## src/rtl/seq_pkg.sv

```systemverilog
// Shared types and constants for the serializer and the sequence detector bench.
package seq_pkg;

  localparam int unsigned SEQ_WORD_W = 8;

  typedef enum logic [1:0] {
    SER_IDLE   = 2'd0,
    SER_SHIFT  = 2'd1,
    SER_PARITY = 2'd2
  } ser_state_t;

endpackage

```

## src/rtl/seq_serializer.sv

```systemverilog
// Parallel-to-serial stage feeding the sequence detector, MSB first, 0 when idle.
// Optional trailing even-parity bit when SEQ_SER_PARITY_EN is defined.
module seq_serializer
  import seq_pkg::*;
#(
  parameter int unsigned WIDTH = SEQ_WORD_W,
  parameter int unsigned CNT_W = $clog2(WIDTH + 1)
) (
  input  logic             clk,
  input  logic             rst,
  input  logic             load_valid,
  input  logic [WIDTH-1:0] load_data,
  output logic             load_ready,
  output logic             ser_out,
  output logic             ser_valid,
  output logic             word_done,
  output logic             busy
);

  ser_state_t       st_q, st_d;
  logic [WIDTH-1:0] sh_q, sh_d;
  logic [CNT_W-1:0] cnt_q, cnt_d;
  logic             xfer;
  logic             reload;
  logic             ser_out_d, ser_valid_d, word_done_d, load_ready_d, busy_d;
`ifdef SEQ_SER_PARITY_EN
  logic             par_q, par_d;
`endif

  // load_ready is a register, so the handshake has no load_valid->load_ready path
  assign xfer = load_valid && load_ready;

  // Next state, datapath and next-cycle output values
  always_comb begin
    st_d   = st_q;
    sh_d   = sh_q;
    cnt_d  = cnt_q;
    reload = 1'b0;
`ifdef SEQ_SER_PARITY_EN
    par_d  = par_q;
`endif
    case (st_q)
      SER_IDLE: begin
        reload = xfer;
      end
      SER_SHIFT: begin
        sh_d  = {sh_q[WIDTH-2:0], 1'b0};
        cnt_d = cnt_q - CNT_W'(1);
        if (cnt_q == CNT_W'(1)) begin
`ifdef SEQ_SER_PARITY_EN
          st_d = SER_PARITY;
`else
          st_d   = SER_IDLE;
          reload = xfer;
`endif
        end
      end
`ifdef SEQ_SER_PARITY_EN
      SER_PARITY: begin
        st_d   = SER_IDLE;
        reload = xfer;
      end
`endif
      default: begin
        st_d  = SER_IDLE;
        sh_d  = '0;
        cnt_d = '0;
      end
    endcase

    if (reload) begin
      st_d  = SER_SHIFT;
      sh_d  = load_data;
      cnt_d = CNT_W'(WIDTH);
`ifdef SEQ_SER_PARITY_EN
      par_d = ^load_data;
`endif
    end

    ser_valid_d = (st_d != SER_IDLE);
    busy_d      = (st_d == SER_SHIFT);
    ser_out_d   = (st_d == SER_SHIFT) ? sh_d[WIDTH-1] : 1'b0;
`ifdef SEQ_SER_PARITY_EN
    if (st_d == SER_PARITY) ser_out_d = par_d;
    word_done_d = (st_d == SER_PARITY);
`else
    word_done_d = (st_d == SER_SHIFT) && (cnt_d == CNT_W'(1));
`endif
    load_ready_d = (st_d == SER_IDLE) || word_done_d;
  end

  // State, datapath and output registers
  always_ff @(posedge clk or posedge rst) begin
    if (rst) begin
      st_q       <= SER_IDLE;
      sh_q       <= '0;
      cnt_q      <= '0;
      ser_out    <= 1'b0;
      ser_valid  <= 1'b0;
      word_done  <= 1'b0;
      busy       <= 1'b0;
      load_ready <= 1'b1;
    end else begin
      st_q       <= st_d;
      sh_q       <= sh_d;
      cnt_q      <= cnt_d;
      ser_out    <= ser_out_d;
      ser_valid  <= ser_valid_d;
      word_done  <= word_done_d;
      busy       <= busy_d;
      load_ready <= load_ready_d;
    end
  end

`ifdef SEQ_SER_PARITY_EN
  always_ff @(posedge clk or posedge rst) begin
    if (rst) par_q <= 1'b0;
    else     par_q <= par_d;
  end
`endif

endmodule

```

## config.mk

```make
export PLATFORM = sky130hd
export DESIGN_NAME = seq_serializer
export DESIGN_NICKNAME = d
export VERILOG_FILES = /design/src/rtl/seq_pkg.sv /design/src/rtl/seq_serializer.sv
export SDC_FILE = /design/constraint.sdc
export NUM_CORES = 1
export LEC_CHECK = 0
export CAP_MARGIN = 5
export CORE_MARGIN = 2
export CORE_UTILIZATION = 49
export CTS_CLUSTER_DIAMETER = 200
export CTS_CLUSTER_SIZE = 8
export DETAILED_ROUTE_END_ITERATION = 10
export PLACE_DENSITY = 0.76
export SLEW_MARGIN = 10
export SYNTH_ARGS = -nofsm -noshare
export SYNTH_HDL_FRONTEND = slang
export SYNTH_SLANG_ARGS = --single-unit
```

## constraint.sdc

```tcl
create_clock -name clk -period 1.8 [get_ports clk]
set_input_delay 0.36 -clock clk [delete_from_list [all_inputs] [get_ports clk]]
set_output_delay 0.36 -clock clk [all_outputs]
set_load 0.02 [all_outputs]
```

# == Yosys cells after proc, flatten, opt, wreduce, memory -nomap -nowiden ==
# Index checks and enable logic that the tools add are counted.
# totals
inputBits,11
register_bits,19
word_cells,31
# classes
mux,10
n_eq_ne,5
reduce_logical,6
add_sub_neg,1
# ops
cell,count
case mux 8 bit (2 select lines),1
"equality test 4 x 1 -> 1 bit, second input constant",2
two-way mux 8 bit,1
case mux 4 bit (2 select lines),1
"equality test 2 x 1 -> 1 bit, second input constant",2
zero test 2 bit,2
two-way mux 2 bit,2
two-way mux 4 bit,1
case mux 2 bit (2 select lines),1
"subtractor 4 x 1 -> 4 bit, second input constant",1
logical AND 1 bit,2
two-way mux 1 bit,2
"inequality test 2 bit, second input constant",1
case mux 1 bit (2 select lines),1
nonzero test 2 bit,1
logical OR 1 bit,1

# == Depth between registers and ports, before layout ==
# Gate-level depths: netlist (run 1).
# logic_depth
word_depth,7
ltp_mapped,6
depth_no_buf,6

# == Worst setup path after synthesis (run 1) ==
# OpenSTA, ideal clock, no wires.
# synth_path
path_type,register to register
startpoint,register cnt_q[1]
endpoint,register sh_q[6]
path_stages_with_launch,7
setup_slack_ps,205
synth_period_minus_slack_ps,1595
arrival_ps,1528
setup_time_ps,66
cell_sequence,dfrtp_1 -> inv_1 -> ha_1 -> or3b_4 -> a211oi_4 -> a222oi_1 -> inv_1
# synth_between
elab_chain_cells,4
word_cells_on_any_way,5
cone_classes,2 x eq/ne; 3 x mux
# synth_rtl
item,line,source
from (decl),seq_serializer.sv:22,"logic [CNT_W-1:0] cnt_q, cnt_d;"
from (signal assigned),seq_serializer.sv:106,cnt_q <= cnt_d;
equality test 4 x 1 -> 1 bit (*),seq_serializer.sv:49,if (cnt_q == CNT_W'(1)) begin
two-way mux 1 bit (*),seq_serializer.sv:49,
case mux 1 bit (2 select lines) (*),seq_serializer.sv:42,case (st_q)
inequality test 2 bit (no source line) / two-way mux 8 bit (equally long branches),-,
to (signal assigned),seq_serializer.sv:96,sh_q <= '0;
to (signal assigned),seq_serializer.sv:105,sh_q <= sh_d;
to (decl),seq_serializer.sv:21,"logic [WIDTH-1:0] sh_q, sh_d;"
# Mark *: on every way between the ends. The rest lies on a longest branch, timed or not.
# A chain may end at the register's enable or synchronous reset.

# == Worst setup path in the final report (run 1) ==
# layout_path
startpoint,register cnt_q[1]
endpoint,register sh_q[2]
# Same word-level chain as after synthesis.

==> reports/metrics.csv, run 1 <==
stage,metric,value,unit
cts,CTS root buffer,clkbuf_4,
yosys,cell area after synthesis,851,sq um
cts,CTS max path bufs,2,
die,# IOs,16,
setup_path,CP endpoint kind,flip-flop,
global_routing,Total GRT Usage,0.196,
timing,worst hold slack,0.359,ns
placed_design,GP Congestion,0.767,
global_routing,largest net degree at the start of global routing,20,
routing,first-pass detailed-route iteration total,7,
final_layout,Final Cell Area,0.00109,sq mm
routing,via total after detailed routing,645,
yosys,synthesized instance count,73,
setup_path,Required @ worst endpoint,2.05,ns
final_layout,final core utilization,0.652,
timing,Final Cycle Share,0.945,
status,status,"finished, final reports clean",
setup_path,crit-path max cell delay,0.41,ns
routing,Via density,5.76,
final_layout,Area growth syn-to-layout,27.9,%
timing,RSZ-0062 raised after global routing,no,
die,DIE HEIGHT,45.7,um
timing,Final Setup Violations,0,
global_routing,global route total overflow,0,
final_layout,final net count,109,
setup_path,WP buf/inv,2,
yosys,"Seq/Total Area, Yosys",0.560,
timing,"Slew Viols, Final",0,
power,P_leak,0.519,nW
routing,Metal-1 WL,757,um
final_layout,n_diodes,0,
setup_path,Reg2Reg Launch Point,cnt_q[1],
timing,Final Skew,0.00543,ns
setup_path,R2R Setup Slk,0.1,ns
yosys,Unique masters post-synth,30,
routing,routed length on met2,743,um
global_routing,first-pass GRT wire length,2720,um
yosys,Seq cells post-synth,19,
routing,WL/cell,14.9,um
cts,CTS Buf Count,3,
timing,worst-margin pin slew,0.504,ns
worst_hold_path,HP Class,input pin to async pin,
cts,Num Clock Sinks,19,
yosys,Ys Warns,0,
routing,initial drt markers,35,
power,PwrDens,854,mW/mm^2
cts,H-tree Lvls,1,
routing,post-route ant nets,0,
die,starting density of the core,0.509,
placed_design,DP HPWL,1230,um
setup_path,reg-to-reg critical path endpoint,sh_q[2],
yosys,largest cells by area after synthesis,"dfrtp_1, a222oi_1, inv_1",
cts,CTS tree,done,
routing,DR WL met3,99,um
cts,clk slew on worst S/H paths,0.11,ns
yosys,leading area contributor after synthesis,dfrtp_1,
yosys,Post-synth EDFFs,0,
cts,Worst-Skew Late Latency,0.30,ns
routing,top layer in use,met4,
die,Die X,45.7,um
timing,max_slew headroom,0.664,
power,Peak VDD IR,0.000476,V
setup_path,crit path launch type,flip-flop,
yosys,share of the synthesized area in the top cell type,0.529,
global_routing,number of global-route vias before repair,595,
global_routing,initial antenna violation count,0,
final_layout,share of cells above drive strength 1,0.179,
flow_run,max_cap viols,0,
die,core area,0.00167,sq mm
setup_path,critical path peak fanout,7,
yosys,syn_nets,86,
die,Cell Rows,15,
cts,CTS hold repair buffers,0,
placed_design,DP Area,0.00104,sq mm
yosys,Mean Syn Cell Area,11.7,sq um
yosys,Post-synth top flop,dfrtp_1,
placed_design,I/O Buffers,15,
timing,maximum clock rate,0.588,GHz
setup_path,worst reg2reg path depth,6,
yosys,"FFs w/ async S/R, synth",1.00,
timing,Setup Total Neg Slack,0,ns
routing,Routed WL,1670,um
setup_path,WP data arrival,1.95,ns
setup_path,CP cell instances,inv_2 -> ha_1 -> or3b_4 -> a211oi_4 -> a222oi_1 -> inv_1,
setup_path,critical path class,flip-flop to flip-flop,
setup_path,CP top delay family,compound AO/OA/AOI/OAI gates,
setup_path,CP max stage cell,dfrtp_1,
routing,Residual DRC,0,
timing,endpoints failing hold,0,
die,die area,0.00209,sq mm
timing,fin crit period,1.70,ns
## registers in the layout (all words and copies together), names as in the netlist
name,flops
busy,1
cnt_q,4
load_ready,1
ser_out,1
ser_valid,1
sh_q,8
st_q,2
word_done,1
## worst max-delay path by stage
| stage | startpoint | endpoint | cells after the start |
|---|---|---|---|
| after global placement | load_valid | sh_q[6] | 5 |
| after global routing | cnt_q[1] | sh_q[3] | 6 |
| final | cnt_q[1] | sh_q[2] | 6 |
| after CTS | cnt_q[1] | sh_q[2] | 6 |
| after detailed placement | load_valid | sh_q[2] | 5 |
| after floorplan | cnt_q[1] | sh_q[6] | 6 |
## power breakdown
group          internal, W  switching [W]  leakage, nW
Sequential        0.000466      0.0000322        0.250
Combinational     0.000104       0.000108        0.252
Clock            0.0000829       0.000136       0.0177
## final cells by class
cell class | count | area (sq um)
fillers | 131 | 582
inverters | 9 | 33.8
well taps | 17 | 21.3
repair buffers | 20 | 186
clock buffers | 3 | 22.5
flip-flops and latches | 19 | 477
multi-input cells | 43 | 343
clock inverters | 1 | 5.00
## per-layer routing
metal / global-route usage / vias up
met4: 0.188 / 0
met1: 0.254 / 302
met2: 0.268 / 28
met3: 0.0357 / 6
met5: 0 / -
li1: - / 309
## cells in the mapped netlist (2+ instances only)
master    instances
a21oi_1           5
a222oi_1          6
dfrtp_1          18
ha_1              2
inv_1             9
nand2_1           5
nor3_1            3
xnor2_1           2
xor2_1            2
## worst reg2reg max path: stages, from the launching register on
cell and delay, ns:
dfrtp_1 0.41, inv_2 0.07, ha_1 0.14, or3b_4 0.41, a211oi_4 0.36, a222oi_1 0.18
inv_1 0.08
## cell families (layout without fill, tap and decap cells)
family,after synthesis,after routing,share of synthesized area
XOR/XNOR,4,4,0.0412
buffers and inverters,11,33,0.0500
flip-flops,19,19,0.560
other,1,1,0.00441
multiplexers,2,2,0.0250
adder cells (fa/ha/maj),2,2,0.0294
AND/OR/NAND/NOR,15,15,0.0985
AO/OA/AOI/OAI,19,19,0.191
## cells in the final DEF, fill, tap and decap left out, types with 2 or more instances in the layout
| master | n |
|---|---|
| clkdlybuf4s50_1 | 14 |
| xor2_1 | 2 |
| buf_4 | 5 |
| ha_1 | 2 |
| nand2_1 | 5 |
| inv_1 | 8 |
| dfrtp_1 | 18 |
| xnor2_1 | 2 |
| a21oi_1 | 5 |
| nor3_1 | 3 |
| a222oi_1 | 6 |
| clkbuf_4 | 3 |
## stage by stage
step                      setup slack, ns  instances  power (W)
after CTS                          0.0111        111   0.000926
after global routing               0.0102        112   0.000981
after floorplan                     0.205         73   0.000632
after detailed placement           0.0219        107   0.000713
after global placement             0.0700        107   0.000707
final                              0.0993        112   0.000929
## what timing repair did
item	CTS	global route
cloned	0	0
gates resized for setup	1	3
pin swaps	0	2
setup buffers	0	1
endpoints found under the setup margin	1	6
Note: power is estimated with default switching activity, not from simulation.
==> run 2, diff against run 1 <==
--- a/constraint.sdc
+++ b/constraint.sdc
@@ -3,2 +3,2 @@
 set_output_delay 0.36 -clock clk [all_outputs]
-set_load 0.02 [all_outputs]
+set_load 0.1 [all_outputs]
==> reports/metrics.csv, run 2 (synthesis results as in run 1) <==
stage,metric,value,unit,change
status,status,"finished, final reports clean",,
final_layout,most frequent cells in the layout,"dfrtp_1, clkdlybuf4s50_1, inv_1",,
timing,RSZ-0062 raised after global routing,no,,
cts,CTS tree,done,,
setup_path,Required @ worst endpoint,2.04,ns,about the same
routing,first-pass detailed-route iteration total,5,,-2
cts,CTS root buffer,clkbuf_4,,
power,PwrDens,883,mW/mm^2,+3.4%
cts,CTS hold repair buffers,0,,unchanged
global_routing,initial antenna violation count,0,,unchanged
timing,Setup Total Neg Slack,0,ns,unchanged
power,Peak VDD IR,0.000577,V,+21%
final_layout,Final Instance Count excl. Fillers,112,,unchanged
routing,Residual DRC,0,,unchanged
final_layout,Final Cell Area,0.00115,sq mm,+5.7%
final_layout,max reg flops,8,,unchanged
setup_path,crit-path max cell delay,0.41,ns,about the same
die,Cell Rows,15,,unchanged
die,die area,0.00209,sq mm,unchanged
routing,WL/cell,14.8,um,-0.60%
routing,Via density,5.93,,+2.9%
setup_path,CP cell instances,inv_2 -> ha_4 -> or3b_4 -> a211oi_4 -> a222oi_1 -> inv_1,,
global_routing,first-pass GRT wire length,2660,um,-2.3%
setup_path,Reg2Reg Launch Point,cnt_q[1],,
die,Die X,45.7,um,unchanged
global_routing,global route total overflow,0,,unchanged
timing,maximum clock rate,0.589,GHz,+0.13%
die,core area,0.00167,sq mm,unchanged
cts,CTS Buf Count,3,,unchanged
timing,worst-margin pin slew,0.502,ns,-0.00200 ns
placed_design,DP Area,0.00109,sq mm,+4.8%
timing,max_slew headroom,0.665,,+0.00134
setup_path,critical path peak fanout,7,,unchanged
cts,Worst-Skew Late Latency,0.30,ns,about the same
die,# IOs,16,,unchanged
setup_path,Crit. Startpoint,cnt_q[1],,
final_layout,n_diodes,0,,unchanged
routing,via total after detailed routing,664,,+2.9%
timing,Final Setup Violations,0,,unchanged
placed_design,Inst Count DP,107,,unchanged
setup_path,crit path launch type,flip-flop,,
setup_path,CP max stage cell,dfrtp_1,,
setup_path,worst reg2reg path depth,6,,unchanged
routing,initial drt markers,35,,unchanged
timing,Final Cycle Share,0.944,,-0.00118
final_layout,area occupied by multi-input gates,355,sq um,+3.6%
setup_path,CP endpoint kind,flip-flop,,
timing,worst hold slack,0.370,ns,+0.0116 ns
cts,H-tree Lvls,1,,unchanged
timing,"Slew Viols, Final",0,,unchanged
worst_hold_path,HP Class,input pin to async pin,,
routing,Routed WL,1660,um,-0.60%
cts,clk slew on worst S/H paths,0.10,ns,about the same
setup_path,WP data arrival,1.94,ns,about the same
global_routing,Total GRT Usage,0.186,,-0.00937
power,P_leak,0.543,nW,+4.6%
setup_path,WP buf/inv,2,,unchanged
cts,Num Clock Sinks,19,,unchanged
power,"Power, Total",0.00102,W,+9.3%
final_layout,Area growth syn-to-layout,35.3,%,
final_layout,Reg with most FFs,sh_q,,
timing,fin crit period,1.70,ns,-0.00213 ns
final_layout,FF/Latch Area,477,sq um,unchanged
global_routing,number of global-route vias before repair,625,,+5.0%
placed_design,I/O Buffers,15,,unchanged
final_layout,"commonest non-fill, non-tap cell in the layout",dfrtp_1,,
placed_design,DP HPWL,1260,um,+2.7%
cts,CTS max path bufs,2,,unchanged
die,DIE HEIGHT,45.7,um,unchanged
die,starting density of the core,0.509,,unchanged
routing,post-route ant nets,0,,unchanged
flow_run,max_cap viols,0,,unchanged
timing,Final Skew,0.00627,ns,+0.000842 ns
final_layout,biggest regs,"sh_q (8), cnt_q (4), st_q (2)",,
timing,endpoints failing hold,0,,unchanged
setup_path,CP top delay family,compound AO/OA/AOI/OAI gates,,
setup_path,Crit path depth,6,,unchanged
placed_design,GP Congestion,0.732,,-4.5%
global_routing,largest net degree at the start of global routing,20,,unchanged
setup_path,critical path class,flip-flop to flip-flop,,
final_layout,final net count,109,,unchanged
final_layout,fill count,129,,-1.5%
final_layout,share of cells above drive strength 1,0.232,,+0.0526
[run 2: cell count changes in the layout (fill, tap and decap cells not counted)]
cell / previous run / this run
clkdlybuf4s50_1: 14 / 10
dlygate4sd2_1: 1 / 0
clkbuf_1: 0 / 1
ha_4: 0 / 1
clkinv_2: 1 / 0
buf_12: 0 / 5
ha_1: 2 / 1
[run 2: routing by layer]
layer / wire, um / global-route usage
met3: 95 / 0.0238
met4: 42 / 0.141
met1: 701 / 0.252
met2: 822 / 0.270
met5: 0 / 0
[run 2: where the power goes]
group          leakage [nW]  internal [W]  switching, W
clock                0.0150     0.0000864      0.000124
combinational         0.278      0.000128      0.000172
sequential            0.250      0.000466     0.0000393
total                 0.543      0.000680      0.000336
[run 2: cell type report]
| class | count | share of cell area |
|---|---|---|
| multi-input cells | 43 | 0.309 |
| flip-flops and latches | 19 | 0.414 |
| repair buffers | 20 | 0.207 |
| well taps | 17 | 0.0185 |
| inverters | 9 | 0.0293 |
| clock buffers | 4 | 0.0228 |
[run 2: per-stage QoR]
stage / setup slack (ns) / utilization
finish: 0.101 / 0.689
global route: 0.00169 / 0.689
CTS: 0.00182 / 0.670
detailed placement: 0.0178 / 0.655
global placement: 0.0790 / 0.655
floorplan: 0.0405 / -
[run 2: final timing paths]
path	slack, ns	end
max	0.10	sh_q[6]
min	0.37	word_done
max reg2reg	0.10	sh_q[6]
min reg2reg	0.51	sh_q[2]
max in group asynchronous	1.17	load_ready
min in group clk	0.51	sh_q[2]
[run 2: what timing repair did]
action | CTS | global route
endpoints found under the setup margin | 0 | 7
resized for setup | 0 | 5
setup buffers | 0 | 1
[run 2: worst min-delay path: stages]
cell	delay, ns
clkdlybuf4s50_1	0.40
inv_1	0.05
buf_4	0.24
